File: src/rtl/io_port_pkg.sv
// Shared constants for the memory-mapped I/O port responder.
// Holds the register offsets, the STATUS/CTRL bit positions and the FIFO geometry.
// Imported by io_port_fifo and io_port_responder.
package io_port_pkg;

  // Byte offsets inside the 16-byte window (address bits [1:0] are always ignored)
  localparam logic [3:0] TXDATA_OFF = 4'h0;
  localparam logic [3:0] RXDATA_OFF = 4'h4;
  localparam logic [3:0] STATUS_OFF = 4'h8;
  localparam logic [3:0] CTRL_OFF   = 4'hC;

  // STATUS bit positions
  localparam int ST_COUNT_LSB = 0;
  localparam int ST_FULL      = 3;
  localparam int ST_EMPTY     = 4;
  localparam int ST_OVF       = 5;
  localparam int ST_CHG       = 6;

  // CTRL bit positions
  localparam int CTRL_FLUSH_BIT = 0;
  localparam int CTRL_EN_BIT    = 1;

  // Output FIFO geometry; count needs one more bit than the pointers to encode "4"
  localparam int FIFO_DEPTH = 4;
  localparam int FIFO_PTR_W = $clog2(FIFO_DEPTH);
  localparam int FIFO_CNT_W = $clog2(FIFO_DEPTH + 1);

endpackage

File: src/rtl/io_port_fifo.sv
// Purpose: 4-entry synchronous FIFO feeding the PortOut handshake.
// Latency: a pushed word is at the head the cycle after the push edge when the FIFO was empty.
// Backpressure: push is dropped when full unless a pop occurs at the same edge; flush beats pop.
// Ports: clk/arst_n, push + push_dat, pop, flush, head_dat (0 when empty), count, full, empty.
module io_port_fifo
  import io_port_pkg::*;
#(
  parameter int DATA_WIDTH = 32
) (
  input  logic                  clk,
  input  logic                  arst_n,
  input  logic                  push,
  input  logic [DATA_WIDTH-1:0] push_dat,
  input  logic                  pop,
  input  logic                  flush,
  output logic [DATA_WIDTH-1:0] head_dat,
  output logic [FIFO_CNT_W-1:0] count,
  output logic                  full,
  output logic                  empty
);

  logic [DATA_WIDTH-1:0] mem [FIFO_DEPTH];
  logic [FIFO_PTR_W-1:0] wr_ptr;
  logic [FIFO_PTR_W-1:0] rd_ptr;
  logic                  do_pop;
  logic                  do_push;

  assign full  = (count == FIFO_CNT_W'(FIFO_DEPTH));
  assign empty = (count == '0);

  // When full, a same-edge pop frees the slot the push lands in (wr_ptr == rd_ptr),
  // so overwriting the outgoing head is safe.
  assign do_pop  = pop & ~empty;
  assign do_push = push & (~full | do_pop);

  assign head_dat = empty ? '0 : mem[rd_ptr];

  always_ff @(posedge clk or negedge arst_n) begin
    if (!arst_n) begin
      wr_ptr <= '0;
      rd_ptr <= '0;
      count  <= '0;
      for (int i = 0; i < FIFO_DEPTH; i++) begin
        mem[i] <= '0;
      end
    end else if (flush) begin
      wr_ptr <= '0;
      rd_ptr <= '0;
      count  <= '0;
    end else begin
      if (do_push) begin
        mem[wr_ptr] <= push_dat;
        wr_ptr      <= wr_ptr + FIFO_PTR_W'(1);
      end
      if (do_pop) begin
        rd_ptr <= rd_ptr + FIFO_PTR_W'(1);
      end
      case ({do_push, do_pop})
        2'b10:   count <= count + FIFO_CNT_W'(1);
        2'b01:   count <= count - FIFO_CNT_W'(1);
        default: count <= count;
      endcase
    end
  end

endmodule

File: src/rtl/io_port_responder.sv
// Purpose: MMIO responder (TXDATA/RXDATA/STATUS/CTRL) on the MEM-stage data bus, driving PortOut.
// Latency: ReadData/Hit combinational; push visible on PortOut next cycle; PortIn seen after 2 edges.
// Backpressure: PortOutValid/PortOutReady handshake; stores into a full FIFO are dropped and flag overflow.
// Ports: clk, reset (async active-low), MemWrite/MemRead/Address/WriteData -> ReadData/Hit,
//        PortIn (async), PortOut/PortOutValid/PortOutReady, InChanged (IO_PORT_CHANGE_DETECT_EN only).
module io_port_responder
  import io_port_pkg::*;
#(
  parameter int          DATA_WIDTH    = 32,
  parameter logic [31:0] BASE_ADDR     = 32'h1001_0400,
  parameter int          PORT_IN_WIDTH = 8
) (
  input  logic                     clk,
  input  logic                     reset,
  input  logic                     MemWrite,
  input  logic                     MemRead,
  input  logic [31:0]              Address,
  input  logic [DATA_WIDTH-1:0]    WriteData,
  output logic [DATA_WIDTH-1:0]    ReadData,
  output logic                     Hit,
  input  logic [PORT_IN_WIDTH-1:0] PortIn,
  output logic [DATA_WIDTH-1:0]    PortOut,
  output logic                     PortOutValid,
  input  logic                     PortOutReady
`ifdef IO_PORT_CHANGE_DETECT_EN
  ,
  output logic                     InChanged
`endif
);

  logic [3:0]              off;
  logic                    wr_tx;
  logic                    wr_ctrl;
  logic                    rd_status;
  logic                    flush;
  logic                    pop;
  logic                    ovf_set;
  logic                    ctrl_en;
  logic                    overflow;
  logic                    in_changed;
  logic [PORT_IN_WIDTH-1:0] s1;
  logic [PORT_IN_WIDTH-1:0] s2;
  logic [FIFO_CNT_W-1:0]   fifo_count;
  logic                    fifo_full;
  logic                    fifo_empty;
  logic [DATA_WIDTH-1:0]   status_word;
  logic [DATA_WIDTH-1:0]   ctrl_word;
  logic [DATA_WIDTH-1:0]   rd_dat;
  logic                    unused_addr_lsbs;

  // Byte lane bits never select anything
  assign unused_addr_lsbs = ^Address[1:0];

  assign Hit = (Address[31:4] == BASE_ADDR[31:4]);
  assign off = {Address[3:2], 2'b00};

  assign wr_tx   = MemWrite & Hit & (off == TXDATA_OFF);
  assign wr_ctrl = MemWrite & Hit & (off == CTRL_OFF);
  // A combined read+write cycle takes the write action only, so no clear-on-read then.
  assign rd_status = MemRead & ~MemWrite & Hit & (off == STATUS_OFF);
  assign flush     = wr_ctrl & WriteData[CTRL_FLUSH_BIT];

  assign PortOutValid = ~fifo_empty & ctrl_en;
  assign pop          = PortOutValid & PortOutReady;
  // Overflow only when the word is really lost: full with no pop freeing a slot.
  assign ovf_set      = wr_tx & fifo_full & ~pop;

  io_port_fifo #(
    .DATA_WIDTH(DATA_WIDTH)
  ) u_fifo (
    .clk      (clk),
    .arst_n   (reset),
    .push     (wr_tx),
    .push_dat (WriteData),
    .pop      (pop),
    .flush    (flush),
    .head_dat (PortOut),
    .count    (fifo_count),
    .full     (fifo_full),
    .empty    (fifo_empty)
  );

  always_ff @(posedge clk or negedge reset) begin
    if (!reset) begin
      ctrl_en  <= 1'b0;
      overflow <= 1'b0;
      s1       <= '0;
      s2       <= '0;
    end else begin
      if (wr_ctrl) begin
        ctrl_en <= WriteData[CTRL_EN_BIT];
      end
      // Set wins over a same-cycle clear-on-read
      overflow <= ovf_set | (overflow & ~rd_status);
      s1       <= PortIn;
      s2       <= s1;
    end
  end

`ifdef IO_PORT_CHANGE_DETECT_EN
  logic [PORT_IN_WIDTH-1:0] s3;

  always_ff @(posedge clk or negedge reset) begin
    if (!reset) begin
      s3         <= '0;
      in_changed <= 1'b0;
    end else begin
      s3         <= s2;
      in_changed <= (s2 != s3) | (in_changed & ~rd_status);
    end
  end

  assign InChanged = in_changed;
`else
  assign in_changed = 1'b0;
`endif

  always_comb begin
    status_word                                = '0;
    status_word[ST_COUNT_LSB +: FIFO_CNT_W]    = fifo_count;
    status_word[ST_FULL]                       = fifo_full;
    status_word[ST_EMPTY]                      = fifo_empty;
    status_word[ST_OVF]                        = overflow;
    status_word[ST_CHG]                        = in_changed;
  end

  // Flush is self-clearing and always reads back as 0
  always_comb begin
    ctrl_word              = '0;
    ctrl_word[CTRL_EN_BIT] = ctrl_en;
  end

  always_comb begin
    rd_dat = '0;
    if (Hit) begin
      case (off)
        RXDATA_OFF: rd_dat[PORT_IN_WIDTH-1:0] = s2;
        STATUS_OFF: rd_dat = status_word;
        CTRL_OFF:   rd_dat = ctrl_word;
        default:    rd_dat = '0;
      endcase
    end
  end

  assign ReadData = rd_dat;

endmodule

File: config.mk
export PLATFORM = sky130hd
export DESIGN_NAME = io_port_responder
export DESIGN_NICKNAME = d
export VERILOG_FILES = /design/src/rtl/io_port_pkg.sv /design/src/rtl/io_port_fifo.sv /design/src/rtl/io_port_responder.sv
export SDC_FILE = /design/constraint.sdc
export NUM_CORES = 1
export LEC_CHECK = 0
export CORE_AREA = 3 3 121 123
export CTS_CLUSTER_SIZE = 16
export DETAILED_ROUTE_END_ITERATION = 7
export DIE_AREA = 0 0 124 126
export HOLD_SLACK_MARGIN = 0.1
export PLACE_DENSITY = 0.84
export REMOVE_ABC_BUFFERS = 1
export SLEW_MARGIN = 25
export SYNTH_ARGS = -nofsm -noshare
export SYNTH_HDL_FRONTEND = slang
export SYNTH_SLANG_ARGS = --single-unit
File: constraint.sdc
create_clock -name clk -period 7.5 [get_ports clk]
set_clock_uncertainty 0.2 [all_clocks]
set_input_delay 1.5 -clock clk [delete_from_list [all_inputs] [get_ports clk]]
set_output_delay 1.5 -clock clk [all_outputs]
set_load 0.05 [all_outputs]
Yosys cells after proc, flatten, opt, wreduce, memory -nomap -nowiden
Index checks and enable logic that the tools add are counted.
{ "word_totals": {"word_cells": 71, "out_inout_bits": 66, "reg_bits": 153} }
{ "classes": {"n_mux": 15, "n_reduce_logical": 7, "eq_ne": 7, "magnitude_cmp": 3, "add_sub_neg": 4, "n_bitwise": 24} }
{ "op_table": {"columns": ["op", "n"], "rows": [
  ["bitwise mux 128 bit", 1],
  ["two-way mux 32 bit", 4],
  ["binary-select mux 32 bit (select 2 bit)", 1],
  ["demux 32 bit (select 2 bit)", 1],
  ["== test 28 x 25 -> 1 bit, second input constant", 1],
  ["case mux 8 bit (3 select lines)", 1],
  ["bitwise AND 1 bit", 14],
  ["two-way mux 2 bit", 4],
  ["two-way mux 8 bit", 1],
  ["== test 2 bit, second input constant", 3],
  [">= comparator 3 bit, second input constant", 2],
  ["NOT 1 bit", 6],
  ["NOT 2 -> 3 bit", 2],
  ["case mux 3 bit (2 select lines)", 1],
  ["adder 2 x 1 -> 2 bit, second input constant", 2],
  ["== test 2 x 1 -> 1 bit, second input constant", 2],
  ["zero test 4 bit", 1],
  ["nonzero test 2 bit", 2],
  ["adder 3 x 1 -> 3 bit, second input constant", 1],
  ["== test 3 bit, second input constant", 1],
  ["zero test 3 bit", 1],
  ["less-than comparator 3 x 1 -> 1 bit, second input constant", 1],
  ["two-way mux 3 bit", 1],
  ["nonzero test 3 bit", 1],
  ["other kinds (4)", 5]
]} }

Depth between registers and ports, before layout
{ "depth": {"word_depth": 10, "ltp_mapped": 8} }

Hierarchy
A second synthesis with hierarchy kept.
{ "hier_totals": {"hier_cells": 497, "area_unflattened_um2": 7596.0} }
{ "modules_own_cells": {"columns": ["mod", "n_inst", "area_per_inst_um2", "cells_each", "seq_area_each_um2"], "rows": [
  ["io_port_fifo", 1, 6655.1, 408, 3378.2],
  ["io_port_responder", 1, 940.9, 89, 450.4]
]} }

Worst setup path before layout
OpenSTA, ideal clock, no wires.
{ "synth_path": {"path_type": "input to output", "start": "input port Address[11]", "end": "output port ReadData[6]", "t_arrival_ns": 4.186, "required_time_ns": 5.800, "slack_ns": 1.614, "stages": 7, "path_cell_list": "nor4b_1 > nand3_1 > or2_2 > buf_2 > inv_1 > nand2_1 > nor3b_1"} }
{ "synth_via": {"elab_chain_len": 2} }
{ "synth_rtl": {"columns": ["element", "line", "text"], "rows": [
  ["start, declared", "io_port_responder.sv:17", "input logic [31:0] Address,"],
  ["== test 28 x 25 -> 1 bit", "io_port_responder.sv:54", "assign Hit = (Address[31:4] == BASE_ADDR[31:4]);"],
  ["named net Hit", "io_port_responder.sv:20", "output logic Hit,"],
  ["two-way mux 8 bit", "io_port_responder.sv:135", "if (Hit) begin"],
  ["end, declared", "io_port_responder.sv:19", "output logic [DATA_WIDTH-1:0] ReadData,"]
]} }
The timed path passes the listed nets, and every way through them passes these cells.

Worst setup path in the final report
{ "layout_path": {"start": "input port Address[14]", "end": "output port ReadData[7]"} }
{ "layout_via": {"elab_chain_len": 2} }
{ "layout_rtl": {"columns": ["element", "line"], "rows": [
  ["== test 28 x 25 -> 1 bit", "io_port_responder.sv:54"],
  ["two-way mux 8 bit", "io_port_responder.sv:135"]
]} }
Every way passes these cells.

==> impl_results.md <==
- Status: completed
- Via count: 4,335
- Asr flop ratio synth: 100%
- Clock sink count: about 150
- Worst-path clk slew: 0.06 ns
- Fin. max-slew vios: 0
- Fillers: between 1,000 and 1,500
- Hold WS: ~0.15 ns
- Cell Pwr Density: 208 mW/mm2
- Endpoints failing setup: 0
- CP Class: input port to primary output
- Register bit total from synthesis: 153
- Hold_buf cts: 0
- Final core area utilization: ~65%
- Main combinational cell family by area after synthesis: multiplexers
- Required time of the critical path: between 5 and 6 ns
- Cells after Synth: ~490
- Max Freq: approximately 170 MHz
- Largest vdd supply drop: roughly 0.17 mV
- GRT overflow: 0
- Mux share of post-synthesis cell area: 31.0%
- Simple-Gate Fraction of Synth Area: between 7 and 8%
- Total routing usage reported by global routing: between 15 and 20%
- Netlist Area Pre-Place: between 0.007 and 0.008 mm2
- Area after DPL: 0.00832 mm2
- Critical path peak fanout: 9
- Main synth FF type: dfrtp_1
- Final period util: about four fifths
- Place WS: roughly 1.5 ns
- Crit. End Element: primary output
- Slowest cell on crit path: clkdlybuf4s50_1
- Std-Cell Rows: 43
- Worst min path class: flop to flop
- Drt initial violations: ~190
- Core Area: 0.0138 mm2
- Die width: between 100 and 150 um
- Slew @ Worst Pin: approximately 1.0 ns
- Leak: approximately 4.1 nW
- Avg WL per Cell: about 19 um
- First-pass DRT Iterations: 4
- Crit path cell chain: clkdlybuf4s50_1 > nor4b_1 > nand4_1 > or2_2 > inv_1 > nand2_1 > nor3b_1 > clkdlybuf4s50_1
- Layout area overhead: 25.3%
- Synth unique cells: 39
- Arrival time at the worst endpoint: around 4.3 ns
- Final Hold Fails: 0
- Max Cap Viol: 0
- # IOs: ~140
- CTS Buf Count: 17
- XOR/XNOR Fraction of Synth Area: less than 1%
- CTS tree: done
- Largest net degree at the start of global routing: 95
- # nets final: 679
- Final instance area: approximately 0.0090 mm2
- WHS Endpoint: s2[5]$_DFF_PN0_
- Post-CTS sizing: 0
- Worst skew pair latency: about 0.42 ns
- Routed Antenna Nets: 0
- Worst reg-to-reg setup slack: roughly 4.8 ns
- Most frequent CP cell: clkdlybuf4s50_1
- Die Y: around 130 um
- Initial antenna violation count: 0
- N_diodes: 0
- Minimum clock period: 6.04 ns
- Vias per cell: 5.49
- Unrepaired setup endpoints after global routing: no
- CP top delay family: simple AND/OR/NAND/NOR gates
- Clk root buf: clkbuf_16
- HPWL after detailed placement: ~9500 um
- Hold depth: 0
- Final wirelength: 14,800 um
- Register area share after synthesis: 53.4%
- Worst Hold Launch: s1[5]$_DFF_PN0_
- Global-route wire length before repair: 23,800 um
- Vias in the first global route: around 4,700
- Compound-Gate Fraction of Synth Area: roughly 1.5%
- Average size of a mapped cell: about 15 um2
- Routability cong.: between 0.7 and 0.8
- Layout cells sized above 1: 34.3%
- Final setup TNS: 0 ns
- Die ar.: between 0.015 and 0.02 mm2
- Final Worst Setup Slack: around 1.5 ns
- Startpoint Class: input port
- Buf/Inv on CP: 3
- Worst reg2reg endpoint: u_fifo.mem[115]$_DFFE_PN0P_
- IO Port Bufs: ~120
- Synth warn: 0
- Number of flops mapped to enable cells by yosys: 0
- Max stage delay on crit path: around 0.84 ns
- Setup Buffers After CTS: 0
- H-Tree Depth: 4
- Relative slew margins: roughly 33%
- Adder-Cell Fraction of Synth Area: less than 1%
- R2r startpoint: u_fifo.count[1]$_DFFE_PN0P_
- CTS Buffer Depth: 2
- Initial Utilization: between 50% and 60%
- Cells on worst reg2reg path: 4
- Remaining DRCs: 0
Yosys cell counts, drive strengths merged (4+ instances only):
cell type / number / share of area [%]
dfrtp: 153 / 53
mux2i: 4 / 0.56
a22oi: 4 / 0.42
nand2: 10 / 0.52
ha: 4 / 0.70
nand3: 7 / 0.49
mux2: 130 / 20
mux4: 32 / 10
nor3b: 4 / 0.42
clkbuf: 11 / 0.58
nor2: 12 / 0.63
nor2b: 35 / 3.1
nor4: 5 / 0.44
buf: 40 / 4.7
worst register-to-register path, delay by kind of cell (launching register included):
| family | cells | cell delay (ns) |
|---|---|---|
| AND/OR/NAND/NOR | 2 | 1.18 |
| multiplexers | 1 | 0.61 |
| flip-flops | 1 | 0.51 |
| AO/OA/AOI/OAI | 1 | 0.11 |
metrics by stage:
step | power, mW | instances
2_1_floorplan | 0.876 | 459
3_3_place_gp | 0.938 | 758
3_5_place_dp | 0.941 | 758
4_1_cts | 1.88 | 790
5_1_grt | 1.92 | 790
6_report | 1.87 | 790
final cells by class:
cell class	count	area (um2)	area share, %
Clock inverter	14	219	2.44
Sequential cell	153	3830	42.6
Tap cell	180	225	2.51
Timing Repair Buffer	119	1180	13.2
Inverter	3	11.3	0.125
Clock buffer	18	439	4.89
Multi-Input combinational cell	303	3070	34.2
cells by family (layout without fill, tap and decap cells):
kind of cell / Yosys count / in the layout
fa+ha+maj: 5 / 5
buf+inv: 54 / 154
xor+xnor: 2 / 2
mux: 166 / 166
flops: 153 / 153
compound gates: 15 / 15
simple gates: 91 / 91
other cells: 1 / 24
power breakdown:
| group | internal (mW) | switching, mW | leakage (nW) |
|---|---|---|---|
| combinational | 0.0371 | 0.0575 | 1.75 |
| clock | 0.601 | 0.340 | 0.317 |
| sequential | 0.830 | 0.00128 | 2.09 |
| total | 1.47 | 0.399 | 4.15 |
sequential cells by signal (all words and copies together) (netlist names):
name and flops:
s2 8, u_fifo.rd_ptr 2, ctrl_en 1, s1 8, overflow 1, u_fifo.mem 128, u_fifo.wr_ptr 2, u_fifo.count 3
metal layers:
metal / global-route usage [%] / vias up / wire length, um
met1: 25.2 / 2266 / 6000
met4: 7.28 / 0 / 212
li1: - / 1945 / -
met3: 5.84 / 21 / 880
met2: 32.8 / 103 / 7720
met5: 0 / - / 0
placed cells by master, fill, tap and decap left out, types with 4 or more instances in the layout:
master | synthesis | final
clkdlybuf4s50_1 | 0 | 115
mux2i_1 | 4 | 4
nor2_1 | 12 | 12
a22oi_1 | 4 | 4
nor4_1 | 5 | 5
dfrtp_1 | 153 | 151
clkbuf_16 | 0 | 17
mux2_2 | 130 | 130
nor3b_1 | 4 | 4
nand2_1 | 10 | 10
bufinv_16 | 0 | 5
conb_1 | 1 | 24
nor2b_1 | 35 | 35
mux4_2 | 32 | 32
ha_1 | 4 | 4
how the worst max path moves through the flow:
stage / from / to / cells after the start
after CTS: Address[30] / ReadData[7] / 8
after global placement: Address[13] / ReadData[6] / 8
after floorplan: Address[11] / ReadData[6] / 6
after global routing: Address[29] / ReadData[7] / 8
final: Address[14] / ReadData[7] / 8
after detailed placement: Address[30] / ReadData[7] / 8
Note: power is estimated with default switching activity, not from simulation.
